## src/rtl/fft_pkg.sv

```systemverilog
// Shared types and defaults for the FFT sample loader: bank bookkeeping states and the
// write/FFT control FSM encodings.
package fft_pkg;

    localparam int unsigned SPI_WIDTH_DEF = 8;
    localparam int unsigned N_POINTS_DEF  = 32;
    localparam int unsigned ADDR_W        = $clog2(N_POINTS_DEF);

    typedef enum logic [1:0] {
        BankEmpty,
        BankFilling,
        BankFull,
        BankProcessing
    } bank_state_t;

    typedef enum logic {
        WrFill,
        WrHold
    } wr_state_t;

    typedef enum logic {
        FftIdle,
        FftBusy
    } fft_state_t;

endpackage

```

## src/rtl/spi_word_sync.sv

```systemverilog
// Brings the sclk-domain word strobe into the clk domain and latches the SPI word on its
// rising edge, presenting a one-cycle word_valid pulse with the held word.
module spi_word_sync #(
    parameter int unsigned SPI_WIDTH   = 8,
    parameter int unsigned SYNC_STAGES = 2
) (
    input  logic                 clk,
    input  logic                 reset_n,
    input  logic                 received_wd,
    input  logic [SPI_WIDTH-1:0] sample_in,
    output logic                 word_valid,
    output logic [SPI_WIDTH-1:0] word_data
);

    logic [SYNC_STAGES-1:0] sync_q, sync_d;
    logic                   prev_q, prev_d;
    logic                   valid_q, valid_d;
    logic [SPI_WIDTH-1:0]   data_q, data_d;
    logic                   rise;

    // sample_in is guaranteed stable for several sclk after the strobe, so it is safe to
    // capture it directly once the synchronized edge is seen.
    always_comb begin
        sync_d  = {sync_q[SYNC_STAGES-2:0], received_wd};
        rise    = sync_q[SYNC_STAGES-1] & ~prev_q;
        prev_d  = sync_q[SYNC_STAGES-1];
        valid_d = rise;
        data_d  = rise ? sample_in : data_q;
    end

    always_ff @(posedge clk or negedge reset_n) begin
        if (!reset_n) begin
            sync_q  <= '0;
            prev_q  <= 1'b0;
            valid_q <= 1'b0;
            data_q  <= '0;
        end else begin
            sync_q  <= sync_d;
            prev_q  <= prev_d;
            valid_q <= valid_d;
            data_q  <= data_d;
        end
    end

    assign word_valid = valid_q;
    assign word_data  = data_q;

endmodule

```

## src/rtl/fft_sample_ctrl.sv

```systemverilog
// Loads SPI samples into a two-bank ping-pong RAM, launches the FFT on each full bank and
// recycles banks as the FFT reports completion; words arriving with no free bank are dropped.
module fft_sample_ctrl
    import fft_pkg::*;
#(
    parameter int unsigned SPI_WIDTH   = SPI_WIDTH_DEF,
    parameter int unsigned N_POINTS    = N_POINTS_DEF,
    parameter int unsigned SYNC_STAGES = 2
) (
    input  logic                        clk,
    input  logic                        reset_n,
    input  logic                        received_wd,
    input  logic [SPI_WIDTH-1:0]        sample_in,
    input  logic                        fft_done,
    output logic                        mem_we,
    output logic [$clog2(N_POINTS):0]   mem_waddr,
    output logic [SPI_WIDTH-1:0]        mem_wdata,
    output logic                        fft_start,
    output logic                        fft_bank,
    output logic                        fft_busy,
    output logic                        fft_start_posedge,
    output logic                        overflow
);

    localparam int unsigned IdxW = $clog2(N_POINTS);
    localparam logic [IdxW-1:0] IdxLast = IdxW'(N_POINTS - 1);

    logic                 word_valid;
    logic [SPI_WIDTH-1:0] word_data;

    wr_state_t            wr_state_q, wr_state_d;
    logic                 wr_bank_q, wr_bank_d;
    logic [IdxW-1:0]      wr_idx_q, wr_idx_d;
    bank_state_t [1:0]    bank_q, bank_d;
    logic                 first_full_q, first_full_d;
    fft_state_t           fft_state_q, fft_state_d;
    logic                 fft_bank_q, fft_bank_d;
    logic                 fft_start_q, fft_start_d;
    logic                 mem_we_q, mem_we_d;
    logic [IdxW:0]        mem_waddr_q, mem_waddr_d;
    logic [SPI_WIDTH-1:0] mem_wdata_q, mem_wdata_d;
    logic                 overflow_q, overflow_d;

    logic acc_bank;
    logic accepting;
    logic other_free;
    logic freeing;
    logic pick;

    spi_word_sync #(
        .SPI_WIDTH  (SPI_WIDTH),
        .SYNC_STAGES(SYNC_STAGES)
    ) u_sync (
        .clk        (clk),
        .reset_n    (reset_n),
        .received_wd(received_wd),
        .sample_in  (sample_in),
        .word_valid (word_valid),
        .word_data  (word_data)
    );

    always_comb begin
        wr_state_d   = wr_state_q;
        wr_bank_d    = wr_bank_q;
        wr_idx_d     = wr_idx_q;
        bank_d       = bank_q;
        first_full_d = first_full_q;
        fft_state_d  = fft_state_q;
        fft_bank_d   = fft_bank_q;
        fft_start_d  = 1'b0;
        mem_we_d     = 1'b0;
        mem_waddr_d  = mem_waddr_q;
        mem_wdata_d  = mem_wdata_q;
        overflow_d   = overflow_q;
        acc_bank     = wr_bank_q;
        accepting    = 1'b0;
        other_free   = 1'b0;
        pick         = 1'b0;
        freeing      = (fft_state_q == FftBusy) && fft_done;

        // HOLD resumes on bank state as registered, so a word in the resume cycle is kept.
        unique case (wr_state_q)
            WrFill: accepting = 1'b1;
            WrHold: begin
                if (bank_q[~wr_bank_q] == BankEmpty) begin
                    acc_bank   = ~wr_bank_q;
                    accepting  = 1'b1;
                    wr_bank_d  = ~wr_bank_q;
                    wr_state_d = WrFill;
                end
            end
            default: ;
        endcase

        if (word_valid) begin
            if (accepting) begin
                mem_we_d    = 1'b1;
                mem_waddr_d = {acc_bank, wr_idx_q};
                mem_wdata_d = word_data;
                if (wr_idx_q == IdxLast) begin
                    bank_d[acc_bank] = BankFull;
                    wr_idx_d         = '0;
                    if (bank_q[~acc_bank] != BankFull) begin
                        first_full_d = acc_bank;
                    end
                    // A bank being released this very cycle counts as free.
                    other_free = (bank_q[~acc_bank] == BankEmpty) ||
                                 (freeing && (fft_bank_q == ~acc_bank));
                    if (other_free) begin
                        wr_bank_d = ~acc_bank;
                    end else begin
                        wr_state_d = WrHold;
                    end
                end else begin
                    bank_d[acc_bank] = BankFilling;
                    wr_idx_d         = wr_idx_q + IdxW'(1);
                end
            end else begin
                overflow_d = 1'b1;
            end
        end

        unique case (fft_state_q)
            FftIdle: begin
                if ((bank_q[0] == BankFull) || (bank_q[1] == BankFull)) begin
                    if ((bank_q[0] == BankFull) && (bank_q[1] == BankFull)) begin
                        pick = first_full_q;
                    end else begin
                        pick = (bank_q[1] == BankFull);
                    end
                    fft_start_d  = 1'b1;
                    fft_bank_d   = pick;
                    bank_d[pick] = BankProcessing;
                    fft_state_d  = FftBusy;
                end
            end
            FftBusy: begin
                if (fft_done) begin
                    bank_d[fft_bank_q] = BankEmpty;
                    fft_state_d        = FftIdle;
                end
            end
            default: ;
        endcase
    end

    always_ff @(posedge clk or negedge reset_n) begin
        if (!reset_n) begin
            wr_state_q   <= WrFill;
            wr_bank_q    <= 1'b0;
            wr_idx_q     <= '0;
            bank_q[0]    <= BankEmpty;
            bank_q[1]    <= BankEmpty;
            first_full_q <= 1'b0;
            fft_state_q  <= FftIdle;
            fft_bank_q   <= 1'b0;
            fft_start_q  <= 1'b0;
            mem_we_q     <= 1'b0;
            mem_waddr_q  <= '0;
            mem_wdata_q  <= '0;
            overflow_q   <= 1'b0;
        end else begin
            wr_state_q   <= wr_state_d;
            wr_bank_q    <= wr_bank_d;
            wr_idx_q     <= wr_idx_d;
            bank_q       <= bank_d;
            first_full_q <= first_full_d;
            fft_state_q  <= fft_state_d;
            fft_bank_q   <= fft_bank_d;
            fft_start_q  <= fft_start_d;
            mem_we_q     <= mem_we_d;
            mem_waddr_q  <= mem_waddr_d;
            mem_wdata_q  <= mem_wdata_d;
            overflow_q   <= overflow_d;
        end
    end

    assign mem_we            = mem_we_q;
    assign mem_waddr         = mem_waddr_q;
    assign mem_wdata         = mem_wdata_q;
    assign fft_start         = fft_start_q;
    assign fft_start_posedge = fft_start_q;
    assign fft_bank          = fft_bank_q;
    assign fft_busy          = (fft_state_q == FftBusy);
    assign overflow          = overflow_q;

endmodule

```

## config.mk

```make
export PLATFORM = sky130hd
export DESIGN_NAME = fft_sample_ctrl
export DESIGN_NICKNAME = d
export VERILOG_FILES = /design/src/rtl/fft_pkg.sv /design/src/rtl/spi_word_sync.sv /design/src/rtl/fft_sample_ctrl.sv
export SDC_FILE = /design/constraint.sdc
export NUM_CORES = 1
export LEC_CHECK = 0
export ABC_AREA = 1
export ABC_CLOCK_PERIOD_IN_PS = 1400
export CORE_ASPECT_RATIO = 0.6
export CORE_UTILIZATION = 39
export DETAILED_ROUTE_END_ITERATION = 10
export GPL_ROUTABILITY_DRIVEN = 0
export PLACE_DENSITY = 0.69
export SLEW_MARGIN = 20
export SYNTH_ARGS = -nofsm -noshare
export SYNTH_HDL_FRONTEND = slang
export SYNTH_SLANG_ARGS = --single-unit
export TNS_END_PERCENT = 1
```

## constraint.sdc

```tcl
create_clock -name clk -period 1.4 [get_ports clk]
set_clock_uncertainty 0.05 [all_clocks]
set_input_delay 0.21 -clock clk [delete_from_list [all_inputs] [get_ports clk]]
set_output_delay 0.21 -clock clk [all_outputs]
set_load 0.02 [all_outputs]
```

==> flow_summary.json <==
{
  "slew_violations": 0,
  "drcViolationCount": 0,
  "yosysWarnings": 0,
  "powerDensity_nw_per_um2": 1050,
  "cts_sinks": 43,
  "crit_top_cell": "nand2_1",
  "grt_pass1_wl_um": 6270,
  "nets": 273,
  "drv_cap": 0,
  "ys_seq_elements": 43,
  "cts_buffers": 5,
  "grt_usage_pct": 16.8,
  "drtIter0Drc": 86,
  "max_slew_margin_pct": 81.9,
  "rows": 18,
  "cpLargestDelayFamily": "simple AND/OR/NAND/NOR gates",
  "violations": "setup timing",
  "io_buffers": 31,
  "fin_crit_sh_pct": 105,
  "ant_nets": 0,
  "die_area_um2": 4970,
  "crit_chain": "nor2_2, nand3_2, nand2_4, nand2_1, nand2_1, nand2_1, nand2_2, nand2_1, nand2_1, nand2_1",
  "vias": 1442,
  "cp_slowest_cell": "dfrtp_1",
  "critPathBufInv": 0,
  "total_power_mw": 2.53,
  "gr-total-overflow": 0,
  "setup_ws_ns": -0.0723,
  "ir_worst_vdd_mv": 0.576,
  "clk_path_buf_depth": 2,
  "p_leak_nw": 1.35,
  "tritoncts": "built",
  "grt_max_degree": 44,
  "worstSetupPathType": "flip-flop to flip-flop",
  "startpoint_type": "flip-flop",
  "die_h_um": 55.0,
  "syn2layout_area_growth_pct": 32.2,
  "avgSynthCellArea_um2": 8.82,
  "dr.pass1.iters": 4,
  "drt-total-wl_um": 3760,
  "hold_viol_final": 0,
  "syn_area_um2": 1830,
  "required_ns": 1.52,
  "period_minus_slack_ns": 1.47,
  "grt_pass1_vias": 1335,
  "worst_pin_slew_ns": 0.270,
  "rsz0062_at_grt": "true",
  "antenna_cells": 0,
  "hpwlAfterDp_um": 2800,
  "drive_gt1_share_pct": 15.8,
  "hold_class": "flip-flop to flip-flop",
  "cts_root_buffer": "clkbuf_8",
  "syn_nets": 221,
  "fmax_mhz": 679,
  "htreeDepth": 2,
  "wl_per_cell_um": 11.8,
  "clk_latency_ns": 0.29,
  "die_width_um": 90.4,
  "synth_cells": 207,
  "utilization_pct": 56.1,
  "status": "finished, violations left",
  "setup_viol": 8,
  "ios": 32,
  "core_um2": 4300,
  "crit_fanout": 8,
  "antenna_found_initial": 0,
  "setup.worst_path.end_class": "flip-flop",
  "ys_seq_area_share_pct": 58.9,
  "slowest_delay_ns": 0.43,
  "clkTransAtPathRegs_ns": 0.07,
  "cp.arrival_ns": 1.59,
  "dp_slack_ns": -0.102,
  "initial_core_util_pct": 42.5,
  "post_drt_via_cell_ratio": 4.51,
  "cts_setup_buffers": 0,
  "synth.distinct_cells": 22
}
## worst paths after layout
check | from | end | slack [ns] | cells past startpoint
setup / recovery | wr_bank_q | wr_bank_q | -0.07 | 10
hold / removal | u_sync.sync_q[0] | u_sync.sync_q[1] | 0.30 | 0
setup reg to reg | wr_bank_q | wr_bank_q | -0.07 | 10
hold reg to reg | u_sync.sync_q[0] | u_sync.sync_q[1] | 0.30 | 0
max in group asynchronous | reset_n | bank_q[2] | 0.71 | 3
min in group asynchronous | reset_n | mem_waddr[4] | 0.38 | 3
## sequential cells by signal, summed over array words and instances, names as in the netlist
signal,flops
mem_wdata,8
u_sync.word_data,8
mem_waddr,6
wr_idx_q,5
bank_q,4
u_sync.sync_q,2
fft_bank,1
fft_busy,1
fft_start,1
first_full_q,1
mem_we,1
overflow,1
u_sync.prev_q,1
u_sync.word_valid,1
wr_bank_q,1
wr_state_q,1
## cells by family after synthesis
logic type,count (synthesis),synth area share (%)
flip-flops,43,58.9
AO/OA/AOI/OAI,18,5.34
XOR/XNOR,1,0.480
buffers and inverters,26,6.03
AND/OR/NAND/NOR,117,27.9
adder cells (fa/ha/maj),2,1.37
## layout make-up
class	instances	area (um^2)
clock inverter	1	5.00
fill	400	1890
sequential	43	1080
clock buffer	7	76.3
timing repair buffer	50	445
inverter	21	81.3
multi-input combinational	138	656
tap	60	75.1
## layout by cell type (no fill, tap or decap), types with 3 or more instances in the layout
master,n
nand2_1,89
dfrtp_1,43
dlygate4sd2_1,20
inv_1,19
buf_4,15
o21ai_0,12
nand3_1,11
clkdlybuf4s50_1,10
clkbuf_8,5
nand2_2,4
nor2_1,3
o21ai_1,3
## timing repair
item / CTS / global route
hold buffers: 1 / 0
resized for setup: 21 / 5
setup endpoints to repair: 29 / 27
endpoints found under the hold margin: 43 / 0
pin swaps: 3 / 1
## metal layers
layer / GRT usage [%] / share of wire, %
met1: 24.5 / 55
met2: 24.9 / 41
met3: 4.51 / 3.5
met4: 4.03 / 0.29
met5: 0 / 0
## Yosys cell counts (all sizes together)
cell type	instances	area [um^2]
buf	4	25.0
clkbuf	1	3.75
dfrtp	43	1080
ha	2	25.0
inv	21	81.3
nand2	95	377
nand3	13	75.1
nor2	6	41.3
nor3	2	10.0
o211ai	2	15.0
o21ai	15	75.1
o21bai	1	7.51
or2	1	6.26
xor2	1	8.76
## metrics by stage
step                std cells  hold slack [ns]  setup TNS, ns  area, um^2
floorplan                 207           -0.136              0        1830
global placement          311            0.152        -0.0208        2330
detailed placement        311            0.150         -0.339        2330
CTS                       320            0.305         -0.384        2400
global route              320            0.315          -1.97        2410
finish                    320            0.304         -0.302        2410
## power by group
part,total [mW],leakage (nW),switching [mW],internal (mW)
sequential,1.39,0.551,0.0611,1.33
combinational,0.391,0.755,0.232,0.158
clock,0.748,0.0422,0.397,0.350
Note: power is estimated with default switching activity, not from simulation.
